--- config.mk ---
export PLATFORM = sky130hd
export DESIGN_NAME = dev_bridge
export DESIGN_NICKNAME = d
export VERILOG_FILES = /design/src/rtl/dev_bridge_pkg.sv /design/src/rtl/dev_bridge_irq_ctrl.sv /design/src/rtl/dev_bridge.sv
export SDC_FILE = /design/constraint.sdc
export NUM_CORES = 1
export LEC_CHECK = 0
export ABC_AREA = 1
export CORE_UTILIZATION = 36
export CTS_CLUSTER_DIAMETER = 50
export DETAILED_ROUTE_END_ITERATION = 6
export GPL_ROUTABILITY_DRIVEN = 0
export PLACE_DENSITY = 0.81
export SLEW_MARGIN = 15
export SYNTH_ARGS = -nofsm -noshare
export SYNTH_HDL_FRONTEND = slang
export SYNTH_SLANG_ARGS = --single-unit
--- constraint.sdc ---
create_clock -name CLK_I -period 2.8 [get_ports CLK_I]
set_clock_uncertainty 0.15 [all_clocks]
set_input_delay 0.56 -clock CLK_I [delete_from_list [all_inputs] [get_ports CLK_I]]
set_output_delay 0.56 -clock CLK_I [all_outputs]
set_load 0.02 [all_outputs]
--- src/rtl/dev_bridge_pkg.sv ---
// dev_bridge_pkg: slot indices, status-window offsets and FSM states shared by the bridge.
package dev_bridge_pkg;
    localparam logic [2:0] SLOT_TIMER    = 3'd0;
    localparam logic [2:0] SLOT_SWITCH   = 3'd1;
    localparam logic [2:0] SLOT_DLED     = 3'd2;
    localparam logic [2:0] SLOT_UART     = 3'd3;
    localparam logic [2:0] STAT_SLOT     = 3'd7;
    localparam logic [1:0] STAT_OFF_IRQ  = 2'd0;
    localparam logic [1:0] STAT_OFF_ERR  = 2'd1;
    localparam logic [1:0] STAT_OFF_MASK = 2'd2;
    typedef enum logic {IDLE, ACCESS} state_t;
endpackage

--- src/rtl/dev_bridge_irq_ctrl.sv ---
// bridge_irq_ctrl: edge-detected sticky pending bits with W1C and registered HWInt; BRIDGE_IRQ_MASK_EN adds a mask register.
module bridge_irq_ctrl
    import dev_bridge_pkg::*;
(
    input  logic       i_clk,
    input  logic       i_rst,
    input  logic [3:0] i_irq,
    input  logic       i_we,
    input  logic [1:0] i_off,
    input  logic [3:0] i_wdata,
    output logic [3:0] o_pending,
    output logic [3:0] o_mask_rd,
    output logic [5:0] o_hwint
);
    logic [3:0] r_pending, r_irq_prev, w_clr, w_pending_nxt, w_mask;
    logic [5:0] r_hwint;
    assign w_clr = (i_we && i_off == STAT_OFF_IRQ) ? i_wdata : 4'h0;
    // a new rising edge is OR-ed in after the clear, so set wins over W1C
    assign w_pending_nxt = (r_pending & ~w_clr) | (i_irq & ~r_irq_prev);
`ifdef BRIDGE_IRQ_MASK_EN
    logic [3:0] r_mask;
    assign w_mask    = (i_we && i_off == STAT_OFF_MASK) ? i_wdata : r_mask;
    assign o_mask_rd = r_mask;
    always_ff @(posedge i_clk or posedge i_rst)
        if (i_rst) r_mask <= 4'hF;
        else       r_mask <= w_mask;
`else
    assign w_mask    = 4'hF;
    assign o_mask_rd = 4'h0;
`endif
    always_ff @(posedge i_clk or posedge i_rst)
        if (i_rst) begin
            r_irq_prev <= 4'h0;
            r_pending  <= 4'h0;
            r_hwint    <= 6'h0;
        end else begin
            r_irq_prev <= i_irq;
            r_pending  <= w_pending_nxt;
            r_hwint    <= {2'b00, w_pending_nxt & w_mask};
        end
    assign o_pending = r_pending;
    assign o_hwint   = r_hwint;
endmodule

--- src/rtl/dev_bridge.sv ---
// dev_bridge: registered CPU-to-peripheral bridge, 4 device slots plus status window, 1-cycle access latency (BRIDGE_IRQ_MASK_EN adds IRQ mask).
module dev_bridge #(
    parameter logic [31:0] BASE_ADDR = 32'h0000_7F00,
    parameter int          N_DEV     = 4,
    parameter logic [2:0]  STAT_SLOT = 3'd7
) (
    input  logic        CLK_I,
    input  logic        RST_I,
    input  logic [31:0] PrAddr_I,
    input  logic [31:0] PrWD_I,
    input  logic        PrWE_I,
    input  logic        PrRE_I,
    output logic [31:0] PrRD_O,
    output logic        PrAck_O,
    output logic [5:0]  HWInt_O,
    output logic [1:0]  DEV_ADDR_O,
    output logic [31:0] DEV_DAT_O,
    output logic [3:0]  DEV_WE_O,
    input  logic [31:0] DEV0_DAT_I,
    input  logic [31:0] DEV1_DAT_I,
    input  logic [31:0] DEV2_DAT_I,
    input  logic [31:0] DEV3_DAT_I,
    input  logic [3:0]  DEV_IRQ_I
);
    import dev_bridge_pkg::*;
    state_t      r_state, w_state_nxt;
    logic        r_ack, r_wr, r_dev, r_stat;
    logic        w_req, w_base, w_dev, w_stat, w_start, w_stat_we;
    logic [31:0] r_rd, r_dat, w_rd, w_dev_rd, w_stat_rd;
    logic [3:0]  r_we, w_pending, w_mask_rd;
    logic [1:0]  r_addr;
    logic [7:0]  r_err;
    assign w_req     = PrWE_I | PrRE_I;
    assign w_base    = PrAddr_I[31:7] == BASE_ADDR[31:7];
    assign w_dev     = w_base && (int'(PrAddr_I[6:4]) < N_DEV);
    assign w_stat    = w_base && PrAddr_I[6:4] == STAT_SLOT;
    assign w_start   = r_state == IDLE && w_req;
    assign w_stat_we = r_state == ACCESS && r_wr && r_stat;
    always_comb begin
        w_state_nxt = w_start ? ACCESS : IDLE;
    end
    always_comb begin
        w_dev_rd  = PrAddr_I[6:4] == SLOT_TIMER  ? DEV0_DAT_I :
                    PrAddr_I[6:4] == SLOT_SWITCH ? DEV1_DAT_I :
                    PrAddr_I[6:4] == SLOT_DLED   ? DEV2_DAT_I : DEV3_DAT_I;
        w_stat_rd = PrAddr_I[3:2] == STAT_OFF_IRQ  ? {16'h0, r_err, 4'h0, w_pending} :
                    PrAddr_I[3:2] == STAT_OFF_MASK ? {28'h0, w_mask_rd} : 32'h0;
        w_rd      = PrWE_I ? 32'h0 : w_dev ? w_dev_rd : w_stat ? w_stat_rd : 32'h0;
    end
    always_ff @(posedge CLK_I or posedge RST_I)
        if (RST_I) begin
            r_state <= IDLE;
            r_ack   <= 1'b0;
            r_rd    <= 32'h0;
            r_we    <= 4'h0;
            r_addr  <= 2'h0;
            r_dat   <= 32'h0;
            r_wr    <= 1'b0;
            r_dev   <= 1'b0;
            r_stat  <= 1'b0;
        end else begin
            r_state <= w_state_nxt;
            r_ack   <= w_start;
            r_we    <= 4'h0;
            if (w_start) begin
                r_wr   <= PrWE_I;
                r_dev  <= w_dev;
                r_stat <= w_stat;
                r_addr <= PrAddr_I[3:2];
                r_dat  <= PrWD_I;
                r_rd   <= w_rd;
                r_we   <= (PrWE_I && w_dev) ? 4'b0001 << PrAddr_I[5:4] : 4'h0;
            end
        end
    // status side effects and error counting land on the closing edge of ACCESS
    always_ff @(posedge CLK_I or posedge RST_I)
        if (RST_I)
            r_err <= 8'h0;
        else if (w_stat_we && r_addr == STAT_OFF_ERR)
            r_err <= 8'h0;
        else if (r_state == ACCESS && !r_dev && !r_stat && r_err != 8'hFF)
            r_err <= r_err + 8'd1;
    bridge_irq_ctrl u_irq (
        .i_clk     (CLK_I),
        .i_rst     (RST_I),
        .i_irq     (DEV_IRQ_I),
        .i_we      (w_stat_we),
        .i_off     (r_addr),
        .i_wdata   (r_dat[3:0]),
        .o_pending (w_pending),
        .o_mask_rd (w_mask_rd),
        .o_hwint   (HWInt_O)
    );
    assign PrAck_O    = r_ack;
    assign PrRD_O     = r_rd;
    assign DEV_WE_O   = r_we;
    assign DEV_ADDR_O = r_addr;
    assign DEV_DAT_O  = r_dat;
endmodule

# Word-level counts from Yosys, hierarchy flattened
# Index checks and enable logic that the tools add are counted.
dict set report word_totals {
  output_inout_bits 77
  inputBits 200
  register_bits 91
}
dict set report op_classes {
  muxes 13
  add_sub_neg 1
  reduce_logical 17
  shift 1
  bitwise_logic 7
  n_eq_ne 6
  n_lt_le_gt_ge 1
}
# op n
set ops {}
lappend ops {{$mux W32} 5}
lappend ops {{$mux W16} 2}
lappend ops {{$eq A25 B8 Y1 const B} 1}
lappend ops {{$mux W8} 2}
lappend ops {{$mux W4} 3}
lappend ops {{$logic_and A1 B1 Y1} 11}
lappend ops {{$add A8 B1 Y8 const B} 1}
lappend ops {{$and A4 B4 Y4} 2}
lappend ops {{$ne A8 B8 Y1 const B} 1}
lappend ops {{$not A4 Y4} 2}
lappend ops {{$logic_not A2 Y1} 2}
lappend ops {{$or A4 B4 Y4} 1}
lappend ops {{$shl A1 B2 Y4 const A} 1}
lappend ops {{$eq A3 B1 Y1 const B} 1}
lappend ops {{$eq A3 B2 Y1 const B} 1}
lappend ops {{$eq A3 B3 Y1 const B} 1}
lappend ops {{$logic_not A3 Y1} 1}
lappend ops {{$lt A3 B3 Y1 const B} 1}
lappend ops {{$eq A2 B1 Y1 const B} 1}
lappend ops {{$logic_not A1 Y1} 2}
lappend ops {{$reduce_bool A2 Y1} 1}
lappend ops {{$mux W1} 1}
lappend ops {{$not A1 Y1} 1}
lappend ops {{$or A1 B1 Y1} 1}

# Longest topological paths before layout
# Gate-level depths: netlist of run 1.
dict set report depth {
  ltp_word 7
  ltp_mapped 10
}

# By module
# A second synthesis of run 1 with hierarchy kept.
dict set report hier_totals {
  hier_cells 755
  hier_area_um2 5247.5
}
# module cells_each seq_area_each_um2 area_per_inst_um2 instances
set modules_own_cells {}
lappend modules_own_cells {dev_bridge 714 2052.0 4878.4 1}
lappend modules_own_cells {bridge_irq_ctrl 41 200.2 369.1 1}

# Worst setup path before layout of run 1
# Ideal clock, no wire load.
dict set report synth_timing {
  path_kind {input port to flip-flop}
  startpoint {input port PrAddr_I[5]}
  endpoint {register r_rd[17] (netlist: PrRD_O[17])}
  slack_ns 1.041
  stages 8
  n_path_buf 2
  required_time_ns 2.521
  arrival_ns 1.480
  cell_sequence {buf_2 > inv_4 > nand2_2 > nor2_4 > buf_2 > nor2_1 > a21boi_0 > o21ai_1}
}
dict set report synth_via {
  elab_chain_cells 6
  elab_cells_between_ends 10
  cone_classes {1 x order compare; 2 x eq/ne; 5 x mux; 2 x reduce/logical}
}
# item line
set synth_rtl {}
lappend synth_rtl {{from (decl)} dev_bridge.sv:9} ;# input logic [31:0] PrAddr_I,
lappend synth_rtl {{$eq A3 B2 Y1} dev_bridge.sv:45} ;# PrAddr_I[6:4] == SLOT_DLED ? DEV2_DAT_I : DEV3_DAT_I;
lappend synth_rtl {{$mux W32} dev_bridge.sv:45}
lappend synth_rtl {{$mux W32} dev_bridge.sv:44} ;# PrAddr_I[6:4] == SLOT_SWITCH ? DEV1_DAT_I :
lappend synth_rtl {{$mux W32} dev_bridge.sv:43} ;# w_dev_rd = PrAddr_I[6:4] == SLOT_TIMER ? DEV0_DAT_I :
lappend synth_rtl {{$mux W32 (*) (2 in series)} dev_bridge.sv:48} ;# w_rd = PrWE_I ? 32'h0 : w_dev ? w_dev_rd : w_stat ? w_stat_rd : 32'h0;
lappend synth_rtl {{to (signal assigned)} dev_bridge.sv:71} ;# r_rd <= w_rd;
lappend synth_rtl {{to (decl)} dev_bridge.sv:29} ;# logic [31:0] r_rd, r_dat, w_rd, w_dev_rd, w_stat_rd;
# Mark *: on every way between the ends. The rest lies on a longest branch, timed or not.
# A chain may end at the register's enable or synchronous reset.

# Worst setup path after layout of run 1
dict set report layout_timing {
  startpoint {input port PrAddr_I[6]}
  endpoint {register r_rd[24] (netlist: PrRD_O[24])}
}
# Same word-level chain as after synthesis.

==> flow_summary_export.csv, run 1 <==
group,metric,value,unit
status,outcome,"finished clean",
detailed_routing,avgViaCountPerCell,4.90,
detailed_routing,vias,5997,
detailed_routing,wirelength,18100,um
clock_tree,clk_path_buf_depth,2,
floorplanning,core,14100,um2
placement,portBuffers,272,
cells_and_area,diodes,0,
cells_and_area,area_delta_synth_final,60.6,%
synth,ys_warn_count,0,
cells_and_area,drive_above_1_share,0.0478,
flow_run,maxCapViolations,0,
grt,grt.overflow.total,0,
clock_tree,cts_max_level,3,
synth,ys_seq_area_frac,0.425,
pwr,leakagePower,4.04,nW
floorplanning,io_pins,277,
clock_tree,cts.sinks,90,
timing,fmax,423,MHz
grt,grt_pass1_vias,5642,
cells_and_area,final_core_util,0.604,
grt,grt.total_usage,0.244,
grt,antenna_found_initial,0,
floorplanning,die_w,123,um
grt,grt_pass1_wl,28300,um
clock_tree,root_buffer,"clkbuf_16",
cells_and_area,mostFrequentLayoutCells,"304 x nand2_1, 272 x clkdlybuf4s50_1, 90 x dfrtp_1",
timing,timing.hold.ws,0.283,ns
floorplanning,rows,43,
timing,slew_viol_final,0,
detailed_routing,wire_per_inst,14.8,um
floorplanning,start_util,0.376,
clock_tree,ctsHoldBuffers,0,
timing,slew_headroom,0.591,
floorplanning,die_height,123,um
timing,fin_crit,2.37,ns
clock_tree,cts_resized,0,
worst_setup_path,critical_path_required,2.89,ns
detailed_routing,ant_nets,0,
synth,syn-cell-area,5300,um2
timing,post-route-period-util,0.845,
grt,grt_max_degree,91,
clock_tree,cts.clk_slew.worst_paths,0.07,ns
cells_and_area,nets,1241,
timing,rsz0062_at_grt,"false",
worst_setup_path,crit_arrival,2.46,ns
synth,syn_avg_cell_area,6.80,um2
worst_setup_path,endpoint_kind,"flop",
worst_setup_path,worst-setup-path-type,"input pin to flop",
worst_setup_path,cp-start-kind,"input pin",
placement,place_area,8230,um2
cells_and_area,final_area,8510,um2
detailed_routing,drc_errors,0,
clock_tree,cts_inserted_buffers,9,
pwr,ir_worst_vdd,0.336,mV
timing,setup_viol,0,
synth,synthDistinctLibCells,31,
detailed_routing,firstDrtPassIters,5,
floorplanning,die-area,15200,um2
synth,syn_inst,779,
synth,ys_seq_elements,90,
timing,hold_violations,0,
clock_tree,clock_latency,0.34,ns
placement,dpl.hpwl,13900,um
clock_tree,cts_tree,"yes",
pwr,p_per_area,443,nW/um2
timing,tightestPinTransition,0.613,ns
clock_tree,cts_setup_buffers,0,
detailed_routing,drt_iter0_markers,356,
timing,setup-tns-final,0,ns
worst_setup_path,path_max_fanout,34,
hold_path,hp-class,"flop to flop",
cells_and_area,final_common_cell,"nand2_1",
==> logic make-up (layout without fill, tap and decap cells) <==
logic type,after synthesis,in the layout,share of synthesized area
adder cells (fa/ha/maj),1,1,0.00236
AO/OA/AOI/OAI,61,61,0.0689
other,1,2,0.000708
AND/OR/NAND/NOR,518,518,0.414
flip-flops,90,90,0.425
XOR/XNOR,1,1,0.00165
buffers and inverters,107,372,0.0876
==> metrics by stage <==
step	power [mW]	setup slack, ns	std cells
floorplan	2.05	1.04	780
finish	3.77	0.434	1225
CTS	3.81	0.405	1225
global route	3.98	0.257	1225
global placement	2.62	0.111	1209
detailed placement	2.65	0.0621	1209
==> worst max-delay path, stage by stage <==
cell	delay, ns
clkdlybuf4s50_1	0.69
nor2_4	0.07
nand2_4	0.32
clkinv_1	0.34
nand2_1	0.14
nand3_1	0.09
nand2_1	0.07
nand2_1	0.04
nand3_1	0.07
nand2_1	0.05
==> state kept, by name, indices dropped and copies added, names as in the netlist <==
signal / count
r_stat: 1
u_irq.o_hwint: 4
PrAck_O: 1
r_err: 8
DEV_DAT_O: 32
r_dev: 1
DEV_ADDR_O: 2
u_irq.r_irq_prev: 4
DEV_WE_O: 4
r_wr: 1
PrRD_O: 32
==> power by group <==
part           switching (mW)  internal, mW
sequential             0.0865          1.43
combinational           0.563         0.549
clock                   0.536         0.611
==> area by class of cell <==
type	instances	area [um2]
clock inverter	6	51.3
inverter	65	253
timing repair buffer	291	2900
fill	1301	5580
multi-input combinational	583	2600
tap	180	225
clock buffer	10	229
sequential	90	2250
==> path summary, 6_finish.rpt <==
kind                       depth (start not counted)                to  slack, ns           startpoint
setup / recovery                                  10        PrRD_O[24]       0.43          PrAddr_I[6]
hold / removal                                     1  u_irq.o_hwint[2]       0.28  u_irq.r_irq_prev[2]
setup reg to reg                                   8          r_err[5]       0.76             r_err[0]
hold reg to reg                                    1  u_irq.o_hwint[2]       0.28  u_irq.r_irq_prev[2]
max in group asynchronous                          3        PrRD_O[27]       1.58                RST_I
min in group asynchronous                          3      DEV_DAT_O[0]       0.56                RST_I
==> synth_stat cells <==
| cell | number | area (um2) |
|---|---|---|
| clkbuf_1 | 14 | 52.6 |
| o21ai_1 | 12 | 60.1 |
| clkinv_1 | 1 | 3.75 |
| xor2_1 | 1 | 8.76 |
| nand4_2 | 1 | 12.5 |
| nor2_4 | 2 | 22.5 |
| nor3_1 | 12 | 60.1 |
| a21boi_0 | 2 | 15.0 |
| a21oi_1 | 1 | 5.00 |
| buf_4 | 7 | 52.6 |
| buf_1 | 1 | 3.75 |
| nand4_1 | 31 | 194 |
| nand3_4 | 1 | 17.5 |
| nor4_1 | 1 | 6.26 |
| nor2_2 | 4 | 25.0 |
| buf_2 | 19 | 95.1 |
| conb_1 | 1 | 3.75 |
| a21boi_1 | 10 | 75.1 |
| dfrtp_1 | 90 | 2250 |
| nand2_2 | 1 | 6.26 |
| nand2_4 | 1 | 11.3 |
| o211ai_1 | 12 | 90.1 |
| nand2_1 | 304 | 1140 |
| inv_1 | 60 | 225 |
| inv_2 | 2 | 7.51 |
| inv_4 | 2 | 12.5 |
| nor2_1 | 83 | 312 |
| o21ai_0 | 24 | 120 |
| ha_1 | 1 | 12.5 |
| nand3_1 | 77 | 385 |
| buf_6 | 1 | 11.3 |
==> per-layer routing <==
| layer | routed length (um) | part of all wire | GRT usage | vias up |
|---|---|---|---|---|
| met5 | 0 | 0 | 0 | - |
| met4 | 374 | 0.021 | 0.0685 | 0 |
| met3 | 1320 | 0.073 | 0.0701 | 28 |
| met2 | 9200 | 0.51 | 0.424 | 240 |
| met1 | 7240 | 0.40 | 0.291 | 2728 |
| li1 | - | - | - | 3001 |
(Power assumes the default switching activity.)
==> run 2, diff against run 1 <==
==> constraint.sdc (replaced) <==
create_clock -name CLK_I -period 1.9 [get_ports CLK_I]
set_clock_uncertainty 0.15 [all_clocks]
set_input_delay 0.38 -clock CLK_I [delete_from_list [all_inputs] [get_ports CLK_I]]
set_output_delay 0.38 -clock CLK_I [all_outputs]
set_load 0.02 [all_outputs]
==> run 2 against run 1 <==
Hold slack got worse by 0.11 ns. Sequential power increased by 47%. Global-route usage increased by 0.52 points. Design area increased by 6.5%. Utilization increased by 3.9 points. Sequential share of layout area decreased by 1.6 points. Via count increased by 2.4%. Worst setup slack got worse by 0.40 ns. Die area unchanged. Total power increased by 55%. Clock-buffer cell count increased by 1.
==> flow_summary_export.csv, run 2 (synthesis gave the netlist of run 1 again) <==
group,metric,value,unit
floorplanning,die_w,123,um
cells_and_area,fin_cells,1265,
worst_setup_path,critPathTopFamily,"buffers and inverters",
worst_setup_path,crit_chain,"clkdlybuf4s50_1",
placement,dp_slack,-0.304,ns
detailed_routing,ant_nets,0,
floorplanning,rows,43,
detailed_routing,wirelength,18600,um
clock_tree,cts.clk_slew.worst_paths,0.07,ns
grt,grt_pass1_vias,5844,
floorplanning,die-area,15200,um2
detailed_routing,wire_per_inst,14.7,um
clock_tree,clock_latency,0.35,ns
grt,grt.total_usage,0.249,
timing,fin_ws,0.0357,ns
floorplanning,start_util,0.376,
timing,timing.hold.ws,0.175,ns
worst_setup_path,path_max_fanout,2,
cells_and_area,drive_above_1_share,0.0848,
worst_setup_path,worst-setup-path-type,"flop to primary output",
grt,grt_pass1_wl,28800,um
placement,dpl.hpwl,14700,um
clock_tree,clk_path_buf_depth,2,
clock_tree,cts_tree,"yes",
pwr,leakagePower,4.81,nW
cells_and_area,area_delta_synth_final,71.0,%
timing,setup-tns-final,0,ns
placement,portBuffers,272,
clock_tree,root_buffer,"clkbuf_16",
worst_setup_path,rrSetupSlack,0.19,ns
timing,hold_violations,0,
floorplanning,core,14100,um2
grt,grt.overflow.total,0,
pwr,ir_worst_vdd,0.407,mV
pwr,p_per_area,645,nW/um2
status,outcome,"finished clean",
clock_tree,cts_max_level,3,
worst_setup_path,worst_path_max_delay_cell,"clkdlybuf4s50_1",
detailed_routing,drt_iter0_markers,355,
worst_setup_path,cp-start-kind,"flop",
worst_setup_path,cpPeakStageDelay,0.63,ns
timing,fin_crit,1.86,ns
flow_run,maxCapViolations,0,
clock_tree,ctsHoldBuffers,0,
timing,fmax,536,MHz
cells_and_area,mostFrequentLayoutCells,"304 x nand2_1, 234 x clkdlybuf4s50_1, 90 x dfrtp_1",
timing,post-route-period-util,0.981,
detailed_routing,drc_errors,0,
worst_setup_path,path_buf_inv,1,
grt,antenna_found_initial,0,
clock_tree,cts_inserted_buffers,9,
floorplanning,die_height,123,um
detailed_routing,avgViaCountPerCell,4.85,
grt,grt_max_degree,47,
timing,setup_viol,0,
cells_and_area,nets,1281,
worst_setup_path,endpoint_kind,"primary output",
timing,slew_viol_final,0,
cells_and_area,final_common_cell,"nand2_1",
worst_setup_path,crit_arrival,1.33,ns
floorplanning,io_pins,277,
placement,post-place-cells,1249,
clock_tree,cts_setup_buffers,0,
worst_setup_path,critical_path_required,1.37,ns
detailed_routing,firstDrtPassIters,5,
cells_and_area,diodes,0,
hold_path,hp-class,"input pin to async pin",
clock_tree,cts.sinks,90,
detailed_routing,vias,6138,
run 2: area by class of cell:
cell class	count	area, um2
fill	1220	5030
timing repair buffer	331	3400
multi-input combinational	583	2620
sequential	90	2250
clock buffer	11	253
inverter	65	253
tap	180	225
clock inverter	5	60.1
run 2: worst paths after layout:
| path | startpoint | end | cells past startpoint |
|---|---|---|---|
| worst max-delay path | DEV_DAT_O[19] | DEV_DAT_O[19] | 1 |
| worst min-delay path | RST_I | DEV_DAT_O[20] | 2 |
| worst max register to register | r_err[1] | r_err[3] | 9 |
| worst min register to register | u_irq.r_irq_prev[3] | u_irq.o_hwint[3] | 1 |
| max in group asynchronous | RST_I | DEV_WE_O[3] | 3 |
| min in group CLK_I | u_irq.r_irq_prev[3] | u_irq.o_hwint[3] | 1 |
run 2: what timing repair did:
action / CTS / global route
pin swaps: 0 / 1
resized for setup: 6 / 39
setup endpoints to repair: 6 / 60
run 2: stage by stage:
| step | instance area, um2 | util | total power [mW] |
|---|---|---|---|
| 3_5_place_dp | 8640 | 0.613 | 4.00 |
| 3_3_place_gp | 8640 | 0.613 | 3.96 |
| 4_1_cts | 8950 | 0.635 | 5.89 |
| 5_1_grt | 9060 | 0.643 | 6.13 |
| 2_1_floorplan | 5310 | - | 3.01 |
| 6_report | 9060 | 0.643 | 5.84 |
run 2: routing by layer:
layer,global-route usage,up-vias,part of all wire
li1,-,3074,-
met1,0.290,2803,0.40
met2,0.424,218,0.50
met3,0.0803,43,0.069
met4,0.0949,0,0.033
met5,0,-,0
run 2: power breakdown:
| part | internal, mW | switching [mW] | leakage, nW |
|---|---|---|---|
| Clock | 1.10 | 0.782 | 0.152 |
| Combinational | 0.880 | 0.851 | 3.51 |
| Sequential | 2.11 | 0.124 | 1.15 |
